==> config.mk <==
export PLATFORM = sky130hd
export DESIGN_NAME = stopwatch_ctrl
export DESIGN_NICKNAME = d
export VERILOG_FILES = /design/src/rtl/stopwatch_ctrl_pkg.sv /design/src/rtl/stopwatch_ctrl_btn_debounce.sv /design/src/rtl/stopwatch_ctrl.sv
export SDC_FILE = /design/constraint.sdc
export NUM_CORES = 1
export LEC_CHECK = 0
export ABC_AREA = 1
export CAP_MARGIN = 20
export CORE_ASPECT_RATIO = 0.75
export CORE_MARGIN = 5
export CORE_UTILIZATION = 30
export DETAILED_ROUTE_END_ITERATION = 6
export HOLD_SLACK_MARGIN = 0.02
export PLACE_DENSITY_LB_ADDON = 0.12
export SYNTH_ARGS = -nofsm -noshare
export SYNTH_HDL_FRONTEND = slang
export SYNTH_SLANG_ARGS = --single-unit
==> constraint.sdc <==
create_clock -name clock -period 1.4 [get_ports clock]
set_input_delay 0.21 -clock clock [delete_from_list [all_inputs] [get_ports clock]]
set_output_delay 0.21 -clock clock [all_outputs]
set_load 0.005 [all_outputs]
==> src/rtl/stopwatch_ctrl_pkg.sv <==
// stopwatch_pkg: shared state encoding and debounce defaults for the
// stopwatch sequencing controller.
package stopwatch_pkg;

  typedef enum logic [1:0] {
    IDLE  = 2'd0,
    RUN   = 2'd1,
    PAUSE = 2'd2,
    SAT   = 2'd3
  } state_t;

  // 20 ms of stable input at 100 MHz before a debounced level may change.
  localparam int DB_CYCLES_DEFAULT = 2_000_000;
  localparam int DB_W_DEFAULT      = 21;

endpackage

==> src/rtl/stopwatch_ctrl_btn_debounce.sv <==
// btn_debounce: 2-FF synchronizer, counting debouncer and registered
// rising-edge pulse for one raw push-button.
module btn_debounce
  import stopwatch_pkg::*;
#(
  parameter int DB_CYCLES = DB_CYCLES_DEFAULT,
  parameter int DB_W      = DB_W_DEFAULT
) (
  input  logic clock,
  input  logic reset,
  input  logic i_btn,
  output logic o_pulse
);

  localparam logic [DB_W-1:0] CNT_LAST = DB_W'(DB_CYCLES - 1);

  logic            r_sync1;
  logic            r_sync2;
  logic            r_level;
  logic            r_level_d;
  logic            r_pulse;
  logic [DB_W-1:0] r_cnt;

  // Bring the asynchronous button into the clock domain.
  always_ff @(posedge clock or negedge reset) begin
    if (!reset) begin
      r_sync1 <= 1'b0;
      r_sync2 <= 1'b0;
    end else begin
      r_sync1 <= i_btn;
      r_sync2 <= r_sync1;
    end
  end

  // Flip the level only after DB_CYCLES consecutive differing samples; any agreeing sample restarts the count.
  always_ff @(posedge clock or negedge reset) begin
    if (!reset) begin
      r_level <= 1'b0;
      r_cnt   <= '0;
    end else if (r_sync2 == r_level) begin
      r_cnt   <= '0;
    end else if (r_cnt == CNT_LAST) begin
      r_level <= r_sync2;
      r_cnt   <= '0;
    end else begin
      r_cnt   <= r_cnt + DB_W'(1);
    end
  end

  // One-cycle pulse on each debounced rising edge, so a held button fires once.
  always_ff @(posedge clock or negedge reset) begin
    if (!reset) begin
      r_level_d <= 1'b0;
      r_pulse   <= 1'b0;
    end else begin
      r_level_d <= r_level;
      r_pulse   <= r_level & ~r_level_d;
    end
  end

  assign o_pulse = r_pulse;

endmodule

==> src/rtl/stopwatch_ctrl.sv <==
// stopwatch_ctrl: debounces go/clear/direction buttons and sequences the
// stopwatch datapath (enable, clr, up) through IDLE/RUN/PAUSE/SAT.
// Optional lap/display-hold feature is built when STOPWATCH_LAP_EN is defined.
module stopwatch_ctrl
  import stopwatch_pkg::*;
#(
  parameter int DB_CYCLES = DB_CYCLES_DEFAULT,
  parameter int DB_W      = DB_W_DEFAULT
) (
  input  logic       clock,
  input  logic       reset,
  input  logic       btn_go,
  input  logic       btn_clr,
  input  logic       btn_dir,
  input  logic       btn_lap,
  input  logic       at_max,
  input  logic       at_zero,
  output logic       enable,
  output logic       clr,
  output logic       up,
  output logic       hold,
  output logic [1:0] state
);

  logic   w_go_p;
  logic   w_clr_p;
  logic   w_dir_p;
  logic   w_lap_p;
  logic   w_limit;

  state_t r_state;
  state_t w_next_state;
  logic   r_enable;
  logic   r_clr;
  logic   r_up;
  logic   w_next_up;
  logic   w_next_clr;
  logic   r_hold;
  logic   w_next_hold;

  btn_debounce #(.DB_CYCLES(DB_CYCLES), .DB_W(DB_W)) u_db_go (
    .clock(clock), .reset(reset), .i_btn(btn_go), .o_pulse(w_go_p)
  );

  btn_debounce #(.DB_CYCLES(DB_CYCLES), .DB_W(DB_W)) u_db_clr (
    .clock(clock), .reset(reset), .i_btn(btn_clr), .o_pulse(w_clr_p)
  );

  btn_debounce #(.DB_CYCLES(DB_CYCLES), .DB_W(DB_W)) u_db_dir (
    .clock(clock), .reset(reset), .i_btn(btn_dir), .o_pulse(w_dir_p)
  );

`ifdef STOPWATCH_LAP_EN
  btn_debounce #(.DB_CYCLES(DB_CYCLES), .DB_W(DB_W)) u_db_lap (
    .clock(clock), .reset(reset), .i_btn(btn_lap), .o_pulse(w_lap_p)
  );
`else
  logic w_unused_lap;
  assign w_unused_lap = btn_lap;
  assign w_lap_p      = 1'b0;
`endif

  // The count has reached the end it is heading towards.
  assign w_limit = (r_up & at_max) | (~r_up & at_zero);

  // Next-state and next-output decode; press pulses resolve clr > go > dir > lap.
  always_comb begin
    w_next_state = r_state;
    w_next_up    = r_up;
    w_next_clr   = 1'b0;
    w_next_hold  = r_hold;
    if (w_clr_p) begin
      w_next_state = IDLE;
      w_next_clr   = 1'b1;
      w_next_hold  = 1'b0;
    end else if (w_go_p) begin
      case (r_state)
        IDLE, PAUSE: if (!w_limit) w_next_state = RUN;
        RUN: begin
          w_next_state = PAUSE;
          w_next_hold  = 1'b0;
        end
        default: ;
      endcase
    end else if (w_limit && (r_state == RUN)) begin
      w_next_state = SAT;
      w_next_hold  = 1'b0;
    end else if (w_dir_p) begin
      case (r_state)
        IDLE, PAUSE: w_next_up = ~r_up;
        SAT: begin
          w_next_up    = ~r_up;
          w_next_state = PAUSE;
        end
        default: ;
      endcase
    end else if (w_lap_p && (r_state == RUN)) begin
      w_next_hold = ~r_hold;
    end
  end

  // State and registered datapath controls; reset drops enable at once without a clear.
  always_ff @(posedge clock or negedge reset) begin
    if (!reset) begin
      r_state  <= IDLE;
      r_enable <= 1'b0;
      r_clr    <= 1'b0;
      r_up     <= 1'b1;
    end else begin
      r_state  <= w_next_state;
      r_enable <= (w_next_state == RUN);
      r_clr    <= w_next_clr;
      r_up     <= w_next_up;
    end
  end

`ifdef STOPWATCH_LAP_EN
  // Display-freeze level toggled by lap presses while running.
  always_ff @(posedge clock or negedge reset) begin
    if (!reset) begin
      r_hold <= 1'b0;
    end else begin
      r_hold <= w_next_hold;
    end
  end
`else
  assign r_hold = 1'b0;
`endif

  assign enable = r_enable;
  assign clr    = r_clr;
  assign up     = r_up;
  assign hold   = r_hold;
  assign state  = r_state;

endmodule
==> Word level (Yosys, flattened, before mapping) <==
Cells that the tools add are included.
{ "word_totals": {"register_bits": 83, "input_bits": 8, "output_inout_bits": 6, "word_cells": 73} }
{ "classes": {"addsub": 3, "n_eq_ne": 10, "n_mux": 14, "bitwise_logic": 16, "reduce_logical": 8} }
{ "op_table": {"columns": ["operator", "count"], "rows": [
  ["$mux 21", 6],
  ["$add 21x1->21 const B", 3],
  ["$eq 21x21->1 const B", 3],
  ["$mux 2", 6],
  ["$not 1->1", 10],
  ["$reduce_and 2->1", 3],
  ["$and 1x1->1", 5],
  ["$reduce_and 5->1", 1],
  ["$eq 2x1->1 const B", 2],
  ["$eq 2x2->1 const B", 2],
  ["$pmux 2 s2", 1],
  ["$eq 1x1->1", 3],
  ["$reduce_or 3->1", 1],
  ["$logic_not 2->1", 1],
  ["$reduce_or 2->1", 1],
  ["$logic_and 1x1->1", 1],
  ["$mux 1", 1],
  ["$or 1x1->1", 1]
]} }

==> Depth between registers and ports, before layout <==
{ "depth": {"ltp_word": 8, "mapped_depth": 10, "mapped_depth_nobuf": 10} }

==> By module <==
Synthesis repeated with hierarchy kept, for this count alone.
{ "unflattened": {"hier_cells": 556, "hier_area_um2": 4347.9} }
{ "by_module_without_submodules": {"columns": ["mod", "n_inst", "cells_per_inst", "area_each_um2", "seq_area_each_um2"], "rows": [
  ["btn_debounce", 3, 173, 1358.8, 650.6],
  ["stopwatch_ctrl", 1, 37, 271.5, 126.4]
]} }

==> Worst setup path after synthesis <==
OpenSTA, ideal clock, no wires.
{ "synth_timing": {"path_type": "register -> register", "startpoint": "register u_db_go.r_cnt[0]", "endpoint": "register u_db_go.r_level", "setup_time_ps": 120, "arrival_ps": 1254, "required_time_ps": 1280, "path_slack_ps": 27, "stages_incl_launch_ff": 10, "n_path_buf": 1, "period_less_slack_ps": 1373, "path_cell_list": "dfrtp_1 ha_1 nand2_2 nor2_8 nand2_4 nor2_4 nand3_2 buf_6 nor2_1 a21oi_2"} }
{ "synth_via": {"elab_chain_cells": 2} }
{ "synth_lines": {"columns": ["element", "line_no", "text"], "rows": [
  ["start, declared", "stopwatch_ctrl_btn_debounce.sv:22", "logic [DB_W-1:0] r_cnt;"],
  ["start signal, assigned", "stopwatch_ctrl_btn_debounce.sv:46", "r_cnt <= r_cnt + DB_W'(1);"],
  ["$eq 21x21->1", "stopwatch_ctrl_btn_debounce.sv:42", "end else if (r_cnt == CNT_LAST) begin"],
  ["$reduce_and 2->1 (no line)", null, null],
  ["end signal, assigned", "stopwatch_ctrl_btn_debounce.sv:43", "r_level <= r_sync2;"],
  ["end, declared", "stopwatch_ctrl_btn_debounce.sv:19", "logic r_level;"]
]} }
No other way between the ends.
A chain may end at the register's enable or synchronous reset.

==> Final worst setup path <==
{ "layout_timing": {"startpoint": "register u_db_go.r_cnt[0]", "endpoint": "register u_db_go.r_cnt[11]"} }
{ "layout_via": {"elab_chain_cells": 3, "word_cells_on_any_way": 4, "cone_classes": "add/sub: 1; eq/ne: 1; mux: 2"} }
{ "layout_lines": {"columns": ["element", "line_no", "text"], "rows": [
  ["$add 21x1->21 / $eq 21x21->1 (equally long branches)", "stopwatch_ctrl_btn_debounce.sv:46, stopwatch_ctrl_btn_debounce.sv:42", null],
  ["$mux 21 (*)", "stopwatch_ctrl_btn_debounce.sv:42", null],
  ["$mux 21 (*)", "stopwatch_ctrl_btn_debounce.sv:40", "end else if (r_sync2 == r_level) begin"]
]} }
Every way passes the cells marked *; elsewhere a longest branch is shown, timed or not.

==> flow_metrics.py <==
metrics = {
    "outcome": {
        "status": "finished with violations",
        "violations": "setup timing",
    },
    "sta": {
        "post-route-period-util_pct": 102,
        "finalMaxSlewViolations": 0,
        "fin_ws_ns": -0.0329,
        "min_period_ns": 1.43,
        "hold-worst-slack_ns": 0.306,
        "finClkSkew_ns": 0.00863,
        "fmax_mhz": 698,
        "setup-violations-final": 11,
        "setup_tns_ns": -0.246,
        "hold_viol": 0,
        "rsz0062_at_grt": "yes",
    },
    "clock_network": {
        "clock_latency_ns": 0.35,
        "clkTransAtPathRegs_ns": 0.07,
        "cts.sinks": 83,
        "cts_tree": "built",
        "cts_inserted_buffers": 9,
        "cts_max_level": 3,
        "cts.path.max_buffers": 2,
        "root_buffer": "clkbuf_16",
    },
    "placement": {
        "pre_cts_ws_ns": -0.0841,
        "post-dp-hpwl_um": 6750,
        "gp_congestion": 0.823,
        "io_buffers": 11,
    },
    "final_layout": {
        "final_nets": 627,
        "final_common_cell": "nor2_1",
        "drive_gt1_share_pct": 28.2,
        "syn_to_final_growth_pct": 33.5,
        "num_antenna_cells": 0,
        "final_cell_mix": "nor2_1 (118), nand2_1 (92), dfrtp_1 (81)",
    },
    "critical_path": {
        "startpoint_type": "flop",
        "critPathCaptureType": "flop",
        "required_ns": 1.64,
        "path_cells": "ha_4 > nand2_4 > nor2_8 > nand2_4 > nor2_4 > nand3_4 > buf_6 > nand3_1 > nor2_1",
        "critPathSlowestCell": "dfrtp_1",
        "cp.arrival_ns": 1.67,
        "cp_slowest_stage_delay_ns": 0.39,
        "crit_path_frequent_cell": "nand2_4",
        "crit_type": "flop to flop",
        "cp_max_fo": 7,
        "critPathBufInv": 1,
        "crit_family": "simple AND/OR/NAND/NOR gates",
    },
    "job": {
        "max-cap-violations": 0,
    },
    "global_routing": {
        "antenna_found_initial": 0,
        "grt_pass1_vias": 3349,
        "grt_max_degree": 31,
        "grt_pass1_wl_um": 16100,
        "grt_use_total_pct": 11.9,
        "grt-ovfl-total": 0,
    },
    "logic_synthesis": {
        "synth_area_um2": 4290,
        "ys_ff_latch": 83,
        "yosys.cell_types.count": 34,
        "syn_area_per_cell_um2": 7.91,
        "synthCells": 542,
        "synth_nets": 553,
        "synth_top_area_share_pct": 47.8,
        "yosysWarningCount": 0,
        "ys_seq_area_share_pct": 48.5,
        "synth_area_leaders": "dfrtp_1 (48%), nor2_1 (12%), nand2_1 (9.6%)",
        "synth_area_leader_cell": "dfrtp_1",
    },
    "routing": {
        "wl_met1_um": 4920,
        "drt_wl_total_um": 9310,
        "routedWlPerCell_um": 11.7,
        "avgViaCountPerCell": 4.42,
        "vias": 3517,
        "ant_nets": 0,
        "met3WireLength_um": 378,
        "maxUsedRoutingLayer": "met4",
        "drt_iter0_drc": 191,
        "drtPass1Iterations": 4,
        "drc": 0,
        "wl_met2_um": 3870,
    },
    "floorplan": {
        "die-area_um2": 16800,
        "start_util_pct": 30.9,
        "pin_count": 14,
        "chipHeight_um": 114,
        "fp-row-count": 37,
        "fp.coreArea_um2": 13900,
        "die-width_um": 148,
    },
    "power": {
        "ir_worst_vdd_mv": 0.578,
        "cellLeakagePower_uw": 0.00266,
        "totalPowerFinal_uw": 5300,
        "p_per_area_nw_per_um2": 925,
    },
    "min_path": {
        "hold_class": "input port to flop",
    },
}
worst paths after layout:
check	from	to	slack [ns]	cells past startpoint
min reg2reg	u_db_go.r_sync1	u_db_go.r_sync2	0.34	0
max in group asynchronous	reset	u_db_clr.r_cnt[17]	0.54	3
min in group asynchronous	reset	u_db_clr.r_cnt[1]	0.35	2
min	btn_clr	u_db_clr.r_sync1	0.31	1
max	u_db_go.r_cnt[0]	u_db_go.r_cnt[11]	-0.03	9
max reg2reg	u_db_go.r_cnt[0]	u_db_go.r_cnt[11]	-0.03	9
layout make-up:
class | instances | area [um^2]
Inverter | 64 | 255
Clock buffer | 9 | 225
Tap cell | 175 | 219
Timing Repair Buffer | 66 | 597
Fill cell | 1399 | 8160
Multi-Input combinational cell | 392 | 2250
Sequential cell | 83 | 2080
Clock inverter | 7 | 100
registers in the layout (all words and copies together) (netlist names), 2 cells and up:
register,flops
u_db_dir.r_cnt,21
u_db_clr.r_cnt,21
u_db_go.r_cnt,21
state,2
cells in the mapped netlist, drive strengths merged:
cell type	instances
nand4	7
dfstp	1
xor2	14
or2	1
dfrtp	82
nor3b	3
xnor2	12
and2	2
nor3	10
inv	64
a21oi	13
o21bai	1
nor2	153
nand2	122
buf	2
o31ai	1
nand3	40
clkbuf	1
and3	1
o21ai	8
ha	3
conb	1
kinds of logic after synthesis:
| group | Yosys count | synth area share [%] |
|---|---|---|
| AOI/OAI and AO/OA | 23 | 2.89 |
| adders and majority gates | 3 | 0.875 |
| DFF | 83 | 48.5 |
| buffers and inverters | 67 | 6.13 |
| and+or+nand+nor | 339 | 35.9 |
| xor gates and xnor gates | 26 | 5.66 |
| other | 1 | 0.0874 |
what timing repair did:
item	in CTS	in global routing
endpoints found under the setup margin	39	48
setup buffers	5	7
pin swaps	7	19
hold buffers	1	0
gates resized for setup	22	79
gates cloned	0	0
hold endpoints to repair	25	0
per-layer routing:
| layer | vias up | global-route usage (%) |
|---|---|---|
| met5 | - | 0 |
| met4 | 0 | 4.06 |
| met3 | 11 | 3.57 |
| met2 | 49 | 16.8 |
| met1 | 1632 | 17.4 |
| li1 | 1825 | - |
stage by stage:
stage                     instances  cell area [um^2]  utilization (%)
after floorplan                 542              4290                -
after global placement          767              4960             35.7
after detailed placement        767              4960             35.7
after CTS                       789              5400             38.9
after global routing            796              5730             41.2
final                           796              5730             41.2
power breakdown:
part | leakage, uW | internal, uW | switching, uW
sequential | 0.00113 | 2430 | 23.4
combinational | 0.00137 | 113 | 144
clock | 0.000160 | 1570 | 1010
Power figures use the tool's default switching activity.
